$ cat config.mk
export PLATFORM = sky130hd
export DESIGN_NAME = mem_arbiter
export DESIGN_NICKNAME = d
export VERILOG_FILES = /design/src/rtl/mem_arbiter.sv
export SDC_FILE = /design/constraint.sdc
export NUM_CORES = 1
export LEC_CHECK = 0
export ABC_CLOCK_PERIOD_IN_PS = 2450
export CAP_MARGIN = 25
export CORE_ASPECT_RATIO = 0.6
export CORE_MARGIN = 10
export CORE_UTILIZATION = 42
export DETAILED_ROUTE_END_ITERATION = 7
export GPL_TIMING_DRIVEN = 1
export PLACE_DENSITY = 0.8
export SLEW_MARGIN = 20
export SYNTH_ARGS = -nofsm -noshare
export SYNTH_HDL_FRONTEND = slang
export SYNTH_SLANG_ARGS = --single-unit
$ cat constraint.sdc
create_clock -name clk_i -period 2.45 [get_ports clk_i]
set_input_delay 0.735 -clock clk_i [delete_from_list [all_inputs] [get_ports clk_i]]
set_output_delay 0.735 -clock clk_i [all_outputs]
set_load 0.01 [all_outputs]
$ cat src/rtl/mem_arbiter.sv
// Arbitrates one shared single-port memory between an instruction-fetch port and a data port.
// Data accesses win ties, limited to MAX_D_STREAK in a row while a fetch waits. An access that
// receives no mem_ack_i within TIMEOUT busy cycles is aborted: the requester gets a ready pulse,
// a read returns 32'hDEADBEEF, and the sticky err_o flag is set.
//
// Ports:
//   clk_i, rst_ni                  clock, asynchronous active-low reset
//   if_req_i/if_addr_i             fetch request (held until if_ready_o) and address
//   if_rdata_o/if_ready_o          registered fetch read data, one-cycle completion pulse
//   d_req_i/d_we_i/d_addr_i/d_wdata_i  data request (held until d_ready_o), write flag, addr, data
//   d_rdata_o/d_ready_o            registered data read data, one-cycle completion pulse
//   mem_req_o/mem_we_o/mem_addr_o/mem_wdata_o  memory request level and latched command
//   mem_rdata_i/mem_ack_i          memory read data and completion
//   err_o/err_clr_i                sticky timeout flag and its synchronous clear
module mem_arbiter #(
  parameter int unsigned MAX_D_STREAK = 2,
  parameter int unsigned TIMEOUT      = 255
) (
  input  logic        clk_i,
  input  logic        rst_ni,
  input  logic        if_req_i,
  input  logic [31:0] if_addr_i,
  output logic [31:0] if_rdata_o,
  output logic        if_ready_o,
  input  logic        d_req_i,
  input  logic        d_we_i,
  input  logic [31:0] d_addr_i,
  input  logic [31:0] d_wdata_i,
  output logic [31:0] d_rdata_o,
  output logic        d_ready_o,
  output logic        mem_req_o,
  output logic        mem_we_o,
  output logic [31:0] mem_addr_o,
  output logic [31:0] mem_wdata_o,
  input  logic [31:0] mem_rdata_i,
  input  logic        mem_ack_i,
  output logic        err_o,
  input  logic        err_clr_i
);

  localparam int unsigned CntW    = (TIMEOUT < 2) ? 1 : $clog2(TIMEOUT + 1);
  localparam int unsigned StreakW = (MAX_D_STREAK < 1) ? 1 : $clog2(MAX_D_STREAK + 1);
  // Abort happens on the busy edge that would bring the count to TIMEOUT.
  localparam logic [CntW-1:0]    CntLast   = CntW'(TIMEOUT - 1);
  localparam logic [StreakW-1:0] StreakMax = StreakW'(MAX_D_STREAK);

  typedef enum logic [1:0] {StIdle, StBusyI, StBusyD} state_e;

  state_e              state_q, state_d;
  logic                mem_req_q, mem_req_d;
  logic                mem_we_q, mem_we_d;
  logic [31:0]         mem_addr_q, mem_addr_d;
  logic [31:0]         mem_wdata_q, mem_wdata_d;
  logic                if_ready_q, if_ready_d;
  logic                d_ready_q, d_ready_d;
  logic [31:0]         if_rdata_q, if_rdata_d;
  logic [31:0]         d_rdata_q, d_rdata_d;
  logic                err_q, err_d;
  logic [StreakW-1:0]  streak_q, streak_d;
  logic [CntW-1:0]     cnt_q, cnt_d;

  logic                grant_ok;
  logic                pick_d;
  logic                done;
  logic [31:0]         rdata_nxt;

  always_comb begin
    state_d     = state_q;
    mem_req_d   = mem_req_q;
    mem_we_d    = mem_we_q;
    mem_addr_d  = mem_addr_q;
    mem_wdata_d = mem_wdata_q;
    if_ready_d  = 1'b0;
    d_ready_d   = 1'b0;
    if_rdata_d  = if_rdata_q;
    d_rdata_d   = d_rdata_q;
    err_d       = err_q;
    streak_d    = streak_q;
    cnt_d       = cnt_q;
    done        = 1'b0;
    rdata_nxt   = '0;
    // No grant while any ready pulse is out: the completing requester may still be holding its
    // request, and holding off both ports keeps the streak rotation D,D,I under back-to-back load.
    grant_ok    = !if_ready_q && !d_ready_q;
    pick_d      = d_req_i && (!if_req_i || (streak_q < StreakMax));

    if (err_clr_i) begin
      err_d = 1'b0;
    end

    case (state_q)
      StIdle: begin
        if (grant_ok && pick_d) begin
          state_d     = StBusyD;
          mem_req_d   = 1'b1;
          mem_we_d    = d_we_i;
          mem_addr_d  = d_addr_i;
          mem_wdata_d = d_wdata_i;
          cnt_d       = '0;
          if (!if_req_i) begin
            streak_d = '0;
          end else if (streak_q != StreakMax) begin
            streak_d = streak_q + StreakW'(1);
          end
        end else if (grant_ok && if_req_i) begin
          state_d    = StBusyI;
          mem_req_d  = 1'b1;
          mem_we_d   = 1'b0;
          mem_addr_d = if_addr_i;
          cnt_d      = '0;
          streak_d   = '0;
        end
      end
      StBusyI, StBusyD: begin
        if (mem_ack_i) begin
          done      = 1'b1;
          rdata_nxt = mem_rdata_i;
        end else if (cnt_q == CntLast) begin
          // Timeout abort; setting err here overrides a concurrent err_clr_i.
          done      = 1'b1;
          rdata_nxt = 32'hDEADBEEF;
          err_d     = 1'b1;
        end else begin
          cnt_d = cnt_q + CntW'(1);
        end
        if (done) begin
          state_d   = StIdle;
          mem_req_d = 1'b0;
          mem_we_d  = 1'b0;
          if (state_q == StBusyI) begin
            if_ready_d = 1'b1;
            if_rdata_d = rdata_nxt;
          end else begin
            d_ready_d = 1'b1;
            if (!mem_we_q) begin
              d_rdata_d = rdata_nxt;
            end
          end
        end
      end
      default: begin
        state_d   = StIdle;
        mem_req_d = 1'b0;
        mem_we_d  = 1'b0;
      end
    endcase
  end

  always_ff @(posedge clk_i or negedge rst_ni) begin
    if (!rst_ni) begin
      state_q     <= StIdle;
      mem_req_q   <= 1'b0;
      mem_we_q    <= 1'b0;
      mem_addr_q  <= '0;
      mem_wdata_q <= '0;
      if_ready_q  <= 1'b0;
      d_ready_q   <= 1'b0;
      if_rdata_q  <= '0;
      d_rdata_q   <= '0;
      err_q       <= 1'b0;
      streak_q    <= '0;
      cnt_q       <= '0;
    end else begin
      state_q     <= state_d;
      mem_req_q   <= mem_req_d;
      mem_we_q    <= mem_we_d;
      mem_addr_q  <= mem_addr_d;
      mem_wdata_q <= mem_wdata_d;
      if_ready_q  <= if_ready_d;
      d_ready_q   <= d_ready_d;
      if_rdata_q  <= if_rdata_d;
      d_rdata_q   <= d_rdata_d;
      err_q       <= err_d;
      streak_q    <= streak_d;
      cnt_q       <= cnt_d;
    end
  end

  assign mem_req_o   = mem_req_q;
  assign mem_we_o    = mem_we_q;
  assign mem_addr_o  = mem_addr_q;
  assign mem_wdata_o = mem_wdata_q;
  assign if_ready_o  = if_ready_q;
  assign d_ready_o   = d_ready_q;
  assign if_rdata_o  = if_rdata_q;
  assign d_rdata_o   = d_rdata_q;
  assign err_o       = err_q;

endmodule
[After elaboration in Yosys (flattened, before gate mapping)]
Index checks and enable logic that the tools add are counted.
Storage, ports and cells
  register bits after elaboration: 145
  input bits: 135
  output and inout bits: 133
Operators by class
  $add $sub $neg: 2
  magnitude comparators: 1
  eq/ne operators: 9
  mux-type cells: 37
  bitwise gates (word level): 2
  reduce and logical (&&, ||, !) cells: 19
Operators by type and width (count)
  $mux W32: 4
  $mux W8: 4
  $mux W1: 18
  $pmux W8 S2: 1
  $mux W2: 7
  $add A8 B1 Y8 const B: 1
  $eq A8 B8 Y1 const B: 1
  $ne A2 B2 Y1 const B: 4
  $reduce_and A4 Y1: 2
  $reduce_and A2 Y1: 3
  $reduce_and A3 Y1: 2
  $logic_and A1 B1 Y1: 4
  $pmux W1 S2: 2
  $pmux W2 S2: 1
  $reduce_bool A2 Y1: 2
  $logic_not A1 Y1: 3
  $ne A3 B2 Y1 const B: 1
  $ne A3 B3 Y1 const B: 1
  $add A2 B1 Y2 const B: 1
  $eq A2 B1 Y1 const B: 1
  $eq A2 B2 Y1 const B: 1
  $logic_not A2 Y1: 1
  $lt A2 B2 Y1 const B: 1
  $not A1 Y1: 2
  other kinds (2): 2

[Longest topological paths before layout]
Gate-level depths: netlist of run 1.
  depth in word-level cells: 6
  depth in mapped cells: 9
  mapped depth without buffers: 7

[Worst setup path before layout of run 1]
OpenSTA, ideal clock, no wires.
  kind: in2reg
  start point: in mem_ack_i
  end point: reg if_rdata_q[28], in the netlist if_rdata_o[28]
  library setup time: 125 ps
  data arrival time: 1815 ps
  required time: 2325 ps
  path slack: 510 ps
  stages: 6
  path through: clkbuf_1 a21oi_2 or2_1 buf_4 inv_4 mux2_2
Between the ends
  longest elaborated chain between the ends: 3
  elaborated cells between the ends (all ways): 4
  those cells by class: mux: 3; reduce/logical: 1
RTL lines
  start, declared: RTL line 36  | input logic mem_ack_i,
  $mux W1: RTL line 115  | if (mem_ack_i) begin
  $mux W1: RTL line 91  | case (state_q)
  $reduce_and A3 Y1 (no line)
  end signal, assigned: RTL line 171  | if_rdata_q <= if_rdata_d;
  end, declared: RTL line 56  | logic [31:0] if_rdata_q, if_rdata_d;
Several ways; a longest one is shown, not always the timed one. The select of a mux whose other input is x is not followed.
A chain may end at the register's enable or synchronous reset.

[Worst setup path after layout of run 1]
  start point: reg d_ready_q, in the netlist d_ready_o
  end point: out d_ready_o
RTL lines
  start, declared: RTL line 55  | logic d_ready_q, d_ready_d;
  start signal, assigned: RTL line 170  | d_ready_q <= d_ready_d;
  end, declared: RTL line 30  | output logic d_ready_o,
No word-level cell between the ends.

==> reports/results.tsv, run 1 <==
stage	metric	value	unit
route	residual DRC count	0	
pwr	peak supply drop	0.000686	V
timing	RSZ-0062 raised after global routing	no	
floorplanning	die height	113	µm
pwr	PD cells	1340	nW/µm²
placement	Placed Area	9010	µm²
setup_path	Max FO, Critical Path	5	
setup_path	WP data arrival	1.47	ns
setup_path	Critical Setup Path Class	reg2out	
cells_and_area	fin util	0.693	
route	WL met1	8010	µm
timing	Tightest Pin Transition	0.661	ns
global_route	initial antenna violation count	0	
synthesis	Yosys cell types	50	
clocking	clk_lat worst skew	0.41	ns
setup_path	Startpoint Class	register	
pwr	Pwr Total	12.8	mW
clocking	clk buf depth	2	
setup_path	Critical path buffers and inverters	1	
cells_and_area	antenna cells	0	
route	Final ANT Viol Nets	0	
route	DR vias	5029	
global_route	vias in the first global route	5458	
synthesis	Most used DFF post-synth	dfrtp_1	
pwr	leakage	4.09	nW
floorplanning	Die Width	174	µm
global_route	largest net degree at the start of global routing	53	
cells_and_area	commonest non-fill, non-tap cell in the layout	clkdlybuf4s50_1	
global_route	all-layer global routing usage	0.195	
route	DR WL met3	1700	µm
setup_path	CP endpoint kind	output pin	
route	vias per cell	5.25	
synthesis	Synth Register Bits	145	
clocking	hold buffer count at cts	0	
setup_path	CP top delay family	buffers and inverters	
floorplanning	Initial Util	0.435	
synthesis	Post-synth ARST share	1.00	
timing	Min Hold Slack	0.252	ns
setup_path	number of stages on the worst setup path	1	
clocking	Post-CTS Setup Bufs	0	
synthesis	Avg Inst Size Synth	12.7	µm²
timing	Max-slew headroom	0.556	
route	Max Used Layer	met4	
min_path	hold crit path type	in2async	
global_route	first-pass GRT wire length	30900	µm
route	Detailed Route Iter0 Violations	314	
synthesis	post-synthesis net count	614	
synthesis	cells after synthesis	474	
global_route	Remaining Overflow, GRT	0	
route	final WL	19600	µm
clocking	CTS buffer count	17	
synthesis	YS warnings	0	
floorplanning	std cell rows	33	
placement	PortBufs	267	
timing	Hold Fails Final Rpt	0	
cells_and_area	filler-free cell count of the finished design	958	
clocking	maximum level of the CTS H-tree	4	
placement	Final Wtd Congestion	0.844	
clocking	clk slew on worst S/H paths	0.07	ns
cells_and_area	commonest non-fill, non-tap cells in the layout	clkdlybuf4s50_1, dfrtp_1, nand2_1, mux2_2, mux2i_1	
clocking	clk sinks	145	
status	outcome	complete, no violations	
route	DR WL/cell	20.5	µm
synthesis	register area share after synthesis	0.603	
timing	Final Max Tran Viols	0	
floorplanning	Core Area	13800	µm²
placement	Inst Count DP	926	
floorplanning	boundary pin count	268	
setup_path	Crit-path slowest cell	clkdlybuf4s50_1	
setup_path	r2r worst-path depth	7	
timing	Tcrit/Tclk final	0.899	
synthesis	number of synthesized flops with an enable pin	0	
timing	final setup fails	0	
setup_path	Worst EP required	1.71	ns
timing	clk_skew	0.0120	ns
clocking	CTS tree	done	
setup_path	worst-path cell chain	clkdlybuf4s50_1	
run	maximum capacitance violations	0	
placement	Detailed Place HPWL	15400	µm
clocking	cts repair resizes	0	
clocking	root buf cell	clkbuf_16	
timing	Period minus WS final	2.20	ns
cells_and_area	Area Growth Syn to Fin	59.3	%
timing	Max Fclk	454	MHz
synthesis	Netlist Area Pre-Place	6010	µm²
cells_and_area	design area	9580	µm²
route	1st-pass router iterations	5	
cells_and_area	layout cells sized above 1	0.131	
cells_and_area	Final #Nets	893	
setup_path	delay of the slowest cell on the worst path	0.62	ns
route	Routed met2 length	9660	µm
floorplanning	DIE AREA	19700	µm²
## worst paths after layout
path / startpoint / end / slack, ns
setup / recovery: d_ready_o$_DFF_PN0_ / d_ready_o / 0.25
hold / removal: rst_ni / if_rdata_o[12]$_DFFE_PN0P_ / 0.25
setup reg to reg: state_q[0]$_DFFE_PN0P_ / mem_addr_o[24]$_DFFE_PN0P_ / 0.35
hold reg to reg: state_q[1]$_DFFE_PN0P_ / state_q[1]$_DFFE_PN0P_ / 0.48
max in group asynchronous: rst_ni / if_rdata_o[27]$_DFFE_PN0P_ / 1.39
min in group clk_i: state_q[1]$_DFFE_PN0P_ / state_q[1]$_DFFE_PN0P_ / 0.48
## power breakdown
part           total (mW)  switching, mW  internal, mW  leakage [nW]
combinational        6.06           2.64          3.42          2.09
sequential           4.23          0.688          3.55          1.73
clock                2.52           1.09          1.43         0.269
## state kept, by name, summed over array words and instances (netlist names), 2 cells and up
register     flops
if_rdata_o      32
state_q          2
streak_q         2
mem_addr_o      32
d_rdata_o       32
mem_wdata_o     32
cnt_q            8
## metrics by stage
| stage | setup TNS, ns | worst slack (ns) |
|---|---|---|
| finish | 0 | 0.247 |
| global route | 0 | 0.199 |
| CTS | 0 | 0.228 |
| detailed placement | -0.167 | -0.0332 |
| global placement | 0 | 0.0170 |
| floorplan | 0 | 0.510 |
## kinds of logic after synthesis
logic type                 Yosys count  synth area share
and+or+nand+nor                     90            0.0807
DFF                                145             0.603
adders and majority gates            5            0.0104
AOI/OAI and AO/OA                  126             0.152
muxes                               69             0.122
buffers and inverters               39            0.0310
## routing by layer
layer / vias up / GRT usage
met5: - / 0
met4: 0 / 0.0476
met1: 2529 / 0.233
met2: 195 / 0.325
li1: 2289 / -
met3: 16 / 0.0763
## cell type report
| class | count | area, µm² |
|---|---|---|
| fill | 1006 | 4250 |
| clock inverter | 14 | 144 |
| sequential | 145 | 3630 |
| timing repair buffer | 288 | 2890 |
| multi-input combinational | 290 | 2200 |
| clock buffer | 18 | 429 |
| inverter | 11 | 43.8 |
| tap | 192 | 240 |
## synthesized netlist by cell type (all sizes together), types with 3 or more instances
library cell  instances  area, µm²
dfrtp               145       3630
nand2                38        143
o21ai                37        185
mux2                 36        405
mux2i                33        330
o22a                 29        254
a22o                 18        158
buf                  17        101
o21a                 16        120
nand3b               15        113
clkbuf               11       41.3
inv                  11       43.8
a31oi                 8       50.1
nand2b                7       43.8
nand3                 6       30.0
nor2                  6       25.0
ha                    5       62.6
a21o                  4       30.0
a21oi                 4       23.8
and2                  3       18.8
nor3                  3       20.0
(Power assumes the default switching activity.)
==> run 2: changes to the inputs <==
- CORE_MARGIN: 10 -> unset
- SKIP_LAST_GASP: unset -> 1
- TNS_END_PERCENT: unset -> 20
==> run 2 against run 1 <==
Net effect: worst setup slack worse by 0.021 ns; critical path depth stayed put; wire length is 11% lower; sequential power hardly changed; clock skew is 0.0036 ns lower; die area is 25% lower; critical path type unchanged; highest routed layer unchanged.
==> reports/results.tsv, run 2 (synthesis gave the netlist of run 1 again) <==
stage	metric	value	unit
status	outcome	complete, no violations	
clocking	clk sinks	145	
global_route	initial antenna violation count	0	
route	1st-pass router iterations	5	
setup_path	Crit-path slowest cell	clkdlybuf4s50_1	
floorplanning	boundary pin count	268	
setup_path	CP top delay family	buffers and inverters	
floorplanning	Core Area	13800	µm²
cells_and_area	Register Area	3630	µm²
clocking	CTS buffer count	17	
setup_path	Critical path buffers and inverters	1	
clocking	clk slew on worst S/H paths	0.06	ns
cells_and_area	Final #Nets	892	
placement	Final Wtd Congestion	0.837	
global_route	vias in the first global route	5219	
placement	Inst Count DP	925	
clocking	hold buffer count at cts	0	
clocking	CTS tree	done	
cells_and_area	layout cells sized above 1	0.127	
pwr	peak supply drop	0.000653	V
clocking	maximum level of the CTS H-tree	4	
clocking	clk_lat worst skew	0.40	ns
route	residual DRC count	0	
placement	PortBufs	267	
timing	Final Max Tran Viols	0	
clocking	cts repair resizes	0	
route	DR vias	4994	
global_route	Remaining Overflow, GRT	0	
setup_path	Critical Setup Path Class	reg2out	
route	Detailed Route Iter0 Violations	223	
clocking	clk buf depth	2	
timing	Max Fclk	450	MHz
route	final WL	17500	µm
floorplanning	Die Width	156	µm
route	DR WL/cell	18.3	µm
setup_path	WP data arrival	1.49	ns
setup_path	Worst EP required	1.71	ns
timing	Tightest Pin Transition	0.660	ns
setup_path	delay of the slowest cell on the worst path	0.62	ns
timing	Max-slew headroom	0.557	
cells_and_area	area taken by multi-input logic gates	2200	µm²
min_path	hold crit path type	in2async	
pwr	PD cells	1330	nW/µm²
setup_path	Startpoint Class	register	
timing	Period minus WS final	2.22	ns
cells_and_area	fin util	0.698	
setup_path	CP endpoint kind	output pin	
floorplanning	DIE AREA	14800	µm²
global_route	largest net degree at the start of global routing	49	
cells_and_area	commonest non-fill, non-tap cell in the layout	clkdlybuf4s50_1	
global_route	first-pass GRT wire length	26800	µm
pwr	leakage	4.10	nW
global_route	all-layer global routing usage	0.236	
floorplanning	std cell rows	33	
run	maximum capacitance violations	0	
setup_path	worst-path cell chain	clkdlybuf4s50_1	
placement	Detailed Place HPWL	12900	µm
setup_path	Max FO, Critical Path	5	
cells_and_area	antenna cells	0	
timing	final setup fails	0	
timing	Tcrit/Tclk final	0.908	
timing	RSZ-0062 raised after global routing	no	
route	vias per cell	5.22	
clocking	root buf cell	clkbuf_16	
cells_and_area	Area Growth Syn to Fin	60.0	%
route	Final ANT Viol Nets	0	
timing	Hold Fails Final Rpt	0	
floorplanning	Initial Util	0.436	
cells_and_area	design area	9620	µm²
cells_and_area	fill count	995	
cells_and_area	commonest non-fill, non-tap cells in the layout	clkdlybuf4s50_1, dfrtp_1, nand2_1, mux2_2, mux2i_1	
cells_and_area	filler-free cell count of the finished design	956	
clocking	Post-CTS Setup Bufs	0	
timing	clk_skew	0.00843	ns
floorplanning	die height	94.7	µm
placement	Placed Area	9050	µm²
pwr	Pwr Total	12.8	mW
[run 2: cell count changes in the layout (fill, tap and decap cells not counted)]
| cell | before | now |
|---|---|---|
| buf_12 | 5 | 9 |
| buf_4 | 16 | 11 |
| bufinv_16 | 1 | 2 |
| clkbuf_1 | 1 | 2 |
| clkinv_2 | 0 | 2 |
| clkinv_4 | 1 | 2 |
| inv_6 | 6 | 2 |
| inv_8 | 2 | 0 |
[run 2: final cells by class]
class                           count  area share
Timing Repair Buffer              287       0.305
Tap cell                          192      0.0250
Inverter                           11     0.00455
Clock buffer                       19      0.0450
Clock inverter                     12      0.0140
Sequential cell                   145       0.377
Multi-Input combinational cell    290       0.229
[run 2: per-layer routing]
metal  global-route usage  wire [µm]  vias up
li1                     -          -     2284
met1                0.302       7480     2485
met2                0.392       8570      192
met3               0.0546       1020       33
met4               0.0972        389        0
met5                    0          0        -
[run 2: path summary, 6_finish.rpt]
check / start / endpoint / slack [ns] / depth (start not counted)
worst max register to register: state_q[0]$_DFFE_PN0P_ / mem_addr_o[2]$_DFFE_PN0P_ / 0.31 / 6
worst min register to register: state_q[1]$_DFFE_PN0P_ / state_q[1]$_DFFE_PN0P_ / 0.48 / 1
max in group asynchronous: rst_ni / mem_addr_o[11]$_DFFE_PN0P_ / 1.52 / 2
worst min-delay path: rst_ni / d_rdata_o[12]$_DFFE_PN0P_ / 0.26 / 1
min in group clk_i: state_q[1]$_DFFE_PN0P_ / state_q[1]$_DFFE_PN0P_ / 0.48 / 1
worst max-delay path: if_ready_o$_DFF_PN0_ / if_ready_o / 0.23 / 1
[run 2: metrics by stage]
step / setup slack [ns] / hold WS (ns) / TNS, ns
floorplan: 0.510 / 0.439 / 0
global placement: -0.0301 / 0.462 / -0.0301
detailed placement: -0.0849 / 0.466 / -1.24
CTS: 0.201 / 0.270 / 0
global route: 0.185 / 0.285 / 0
finish: 0.226 / 0.263 / 0
[run 2: where the power goes]
group | total [mW] | internal (mW) | leakage [nW] | switching (mW)
logic | 6.02 | 3.45 | 2.10 | 2.57
clock network | 2.51 | 1.50 | 0.266 | 1.01
registers | 4.24 | 3.55 | 1.73 | 0.692
total | 12.8 | 8.50 | 4.10 | 4.27
==> run 3: changes to the inputs <==
- CORE_ASPECT_RATIO: 0.6 -> 0.7
==> run 3 against run 2 <==
Net effect: worst hold slack better by 0.0064 ns; critical path depth is the same; via count fell by 2.8%; global-route usage shrank 1.4 points; sequential power is 0.9% lower; wire length is 7.1% lower; critical path type unchanged; critical endpoint is now d_ready_o; largest cell class unchanged; highest routed layer unchanged.
==> reports/results.tsv, run 3 (synthesis gave the netlist of run 1 again) <==
stage	metric	value	unit
status	outcome	complete, no violations	
clocking	clk sinks	145	
placement	Setup WS pre-CTS	-0.0519	ns
setup_path	r2r worst-path depth	7	
timing	Tightest Pin Transition	0.664	ns
run	maximum capacitance violations	0	
setup_path	Crit-path slowest cell	clkdlybuf4s50_1	
timing	Setup TNS	0	ns
setup_path	Max FO, Critical Path	5	
timing	Hold Fails Final Rpt	0	
route	vias per cell	5.09	
pwr	PD cells	1330	nW/µm²
timing	fin worst setup slack	0.269	ns
pwr	leakage	4.10	nW
floorplanning	DIE AREA	14800	µm²
global_route	initial antenna violation count	0	
timing	Max Fclk	459	MHz
timing	Period minus WS final	2.18	ns
setup_path	CP top delay family	buffers and inverters	
clocking	clk_lat worst skew	0.40	ns
setup_path	Startpoint Class	register	
floorplanning	Die Width	145	µm
setup_path	worst-path cell chain	clkdlybuf4s50_1	
cells_and_area	layout cells sized above 1	0.126	
global_route	vias in the first global route	4979	
clocking	root buf cell	clkbuf_16	
floorplanning	Initial Util	0.431	
route	DR vias	4852	
min_path	hold crit path type	in2async	
placement	PortBufs	267	
route	residual DRC count	0	
route	1st-pass router iterations	5	
pwr	combinational share of power	0.464	
floorplanning	die height	102	µm
route	DR WL/cell	17.0	µm
setup_path	Reg-to-Reg End	mem_addr_o[31]$_DFFE_PN0P_	
timing	final setup fails	0	
cells_and_area	fin util	0.685	
setup_path	number of stages on the worst setup path	1	
pwr	sw power	4.16	mW
clocking	maximum level of the CTS H-tree	4	
global_route	Remaining Overflow, GRT	0	
placement	Detailed Place HPWL	12100	µm
setup_path	WP data arrival	1.45	ns
cells_and_area	commonest non-fill, non-tap cells in the layout	clkdlybuf4s50_1, dfrtp_1, nand2_1, mux2_2, mux2i_1	
floorplanning	std cell rows	36	
global_route	largest net degree at the start of global routing	66	
pwr	sequential share of power	0.331	
clocking	hold buffer count at cts	0	
clocking	CTS tree	done	
floorplanning	boundary pin count	268	
cells_and_area	Area Growth Syn to Fin	59.2	%
global_route	first-pass GRT wire length	25900	µm
pwr	Int Power	8.53	mW
setup_path	Worst EP required	1.71	ns
placement	Placed Area	8980	µm²
clocking	clk buf depth	2	
route	Detailed Route Iter0 Violations	166	
timing	RSZ-0062 raised after global routing	no	
timing	clk_skew	0.00833	ns
setup_path	R2R Path Start	state_q[0]$_DFFE_PN0P_	
timing	Final Max Tran Viols	0	
setup_path	Critical Setup Path Class	reg2out	
pwr	Clock Power Share	0.205	
pwr	peak supply drop	0.000744	V
global_route	all-layer global routing usage	0.223	
setup_path	Critical path buffers and inverters	1	
cells_and_area	design area	9570	µm²
floorplanning	Core Area	14000	µm²
pwr	switch share	0.328	
setup_path	delay of the slowest cell on the worst path	0.60	ns
setup_path	CP endpoint kind	output pin	
clocking	clk slew on worst S/H paths	0.06	ns
route	final WL	16200	µm
cells_and_area	Final #Nets	891	
timing	Max-slew headroom	0.554	
clocking	Post-CTS Setup Bufs	0	
clocking	cts repair resizes	0	
timing	Tcrit/Tclk final	0.890	
clocking	CTS buffer count	17	
setup_path	reg2reg setup slack	0.36	ns
cells_and_area	commonest non-fill, non-tap cell in the layout	clkdlybuf4s50_1	
pwr	Pwr Total	12.7	mW
cells_and_area	antenna cells	0	
placement	Final Wtd Congestion	0.853	
route	Final ANT Viol Nets	0	
run 3: worst max-delay path by stage:
stage,start,to
after floorplan,mem_ack_i,if_rdata_o[28]$_DFFE_PN0P_
after global placement,if_req_i,streak_q[1]$_DFFE_PN0P_
after detailed placement,if_req_i,mem_addr_o[31]$_DFFE_PN0P_
after CTS,mem_we_o$_DFFE_PN0P_,mem_we_o
after global routing,d_ready_o$_DFF_PN0_,d_ready_o
final,d_ready_o$_DFF_PN0_,d_ready_o
run 3: metal layers:
metal / track usage / vias to the layer above / wire length [µm]
li1: - / 2280 / -
met2: 0.375 / 169 / 8030
met1: 0.283 / 2386 / 6990
met3: 0.0607 / 17 / 983
met5: 0 / - / 0
met4: 0.0736 / 0 / 226
run 3: power groups by stage:
stage | clock network, mW | logic (mW) | registers, mW
after CTS | 2.67 | 5.97 | 4.20
after floorplan | 0 | 2.28 | 4.67
after detailed placement | 0 | 5.94 | 4.23
after global routing | 2.77 | 6.32 | 4.34
final | 2.60 | 5.89 | 4.20
after global placement | 0 | 5.75 | 4.17
run 3: area by class of cell:
| cell class | instances | area, µm² |
|---|---|---|
| Sequential cell | 145 | 3630 |
| Timing Repair Buffer | 286 | 2870 |
| Inverter | 11 | 43.8 |
| Clock inverter | 12 | 156 |
| Tap cell | 190 | 238 |
| Fill cell | 1044 | 4390 |
| Multi-Input combinational cell | 290 | 2200 |
| Clock buffer | 20 | 437 |
run 3: through the flow:
stage / hold slack [ns] / instances
floorplan: 0.439 / 474
global placement: 0.464 / 922
detailed placement: 0.474 / 922
CTS: 0.273 / 954
global route: 0.292 / 954
finish: 0.269 / 954
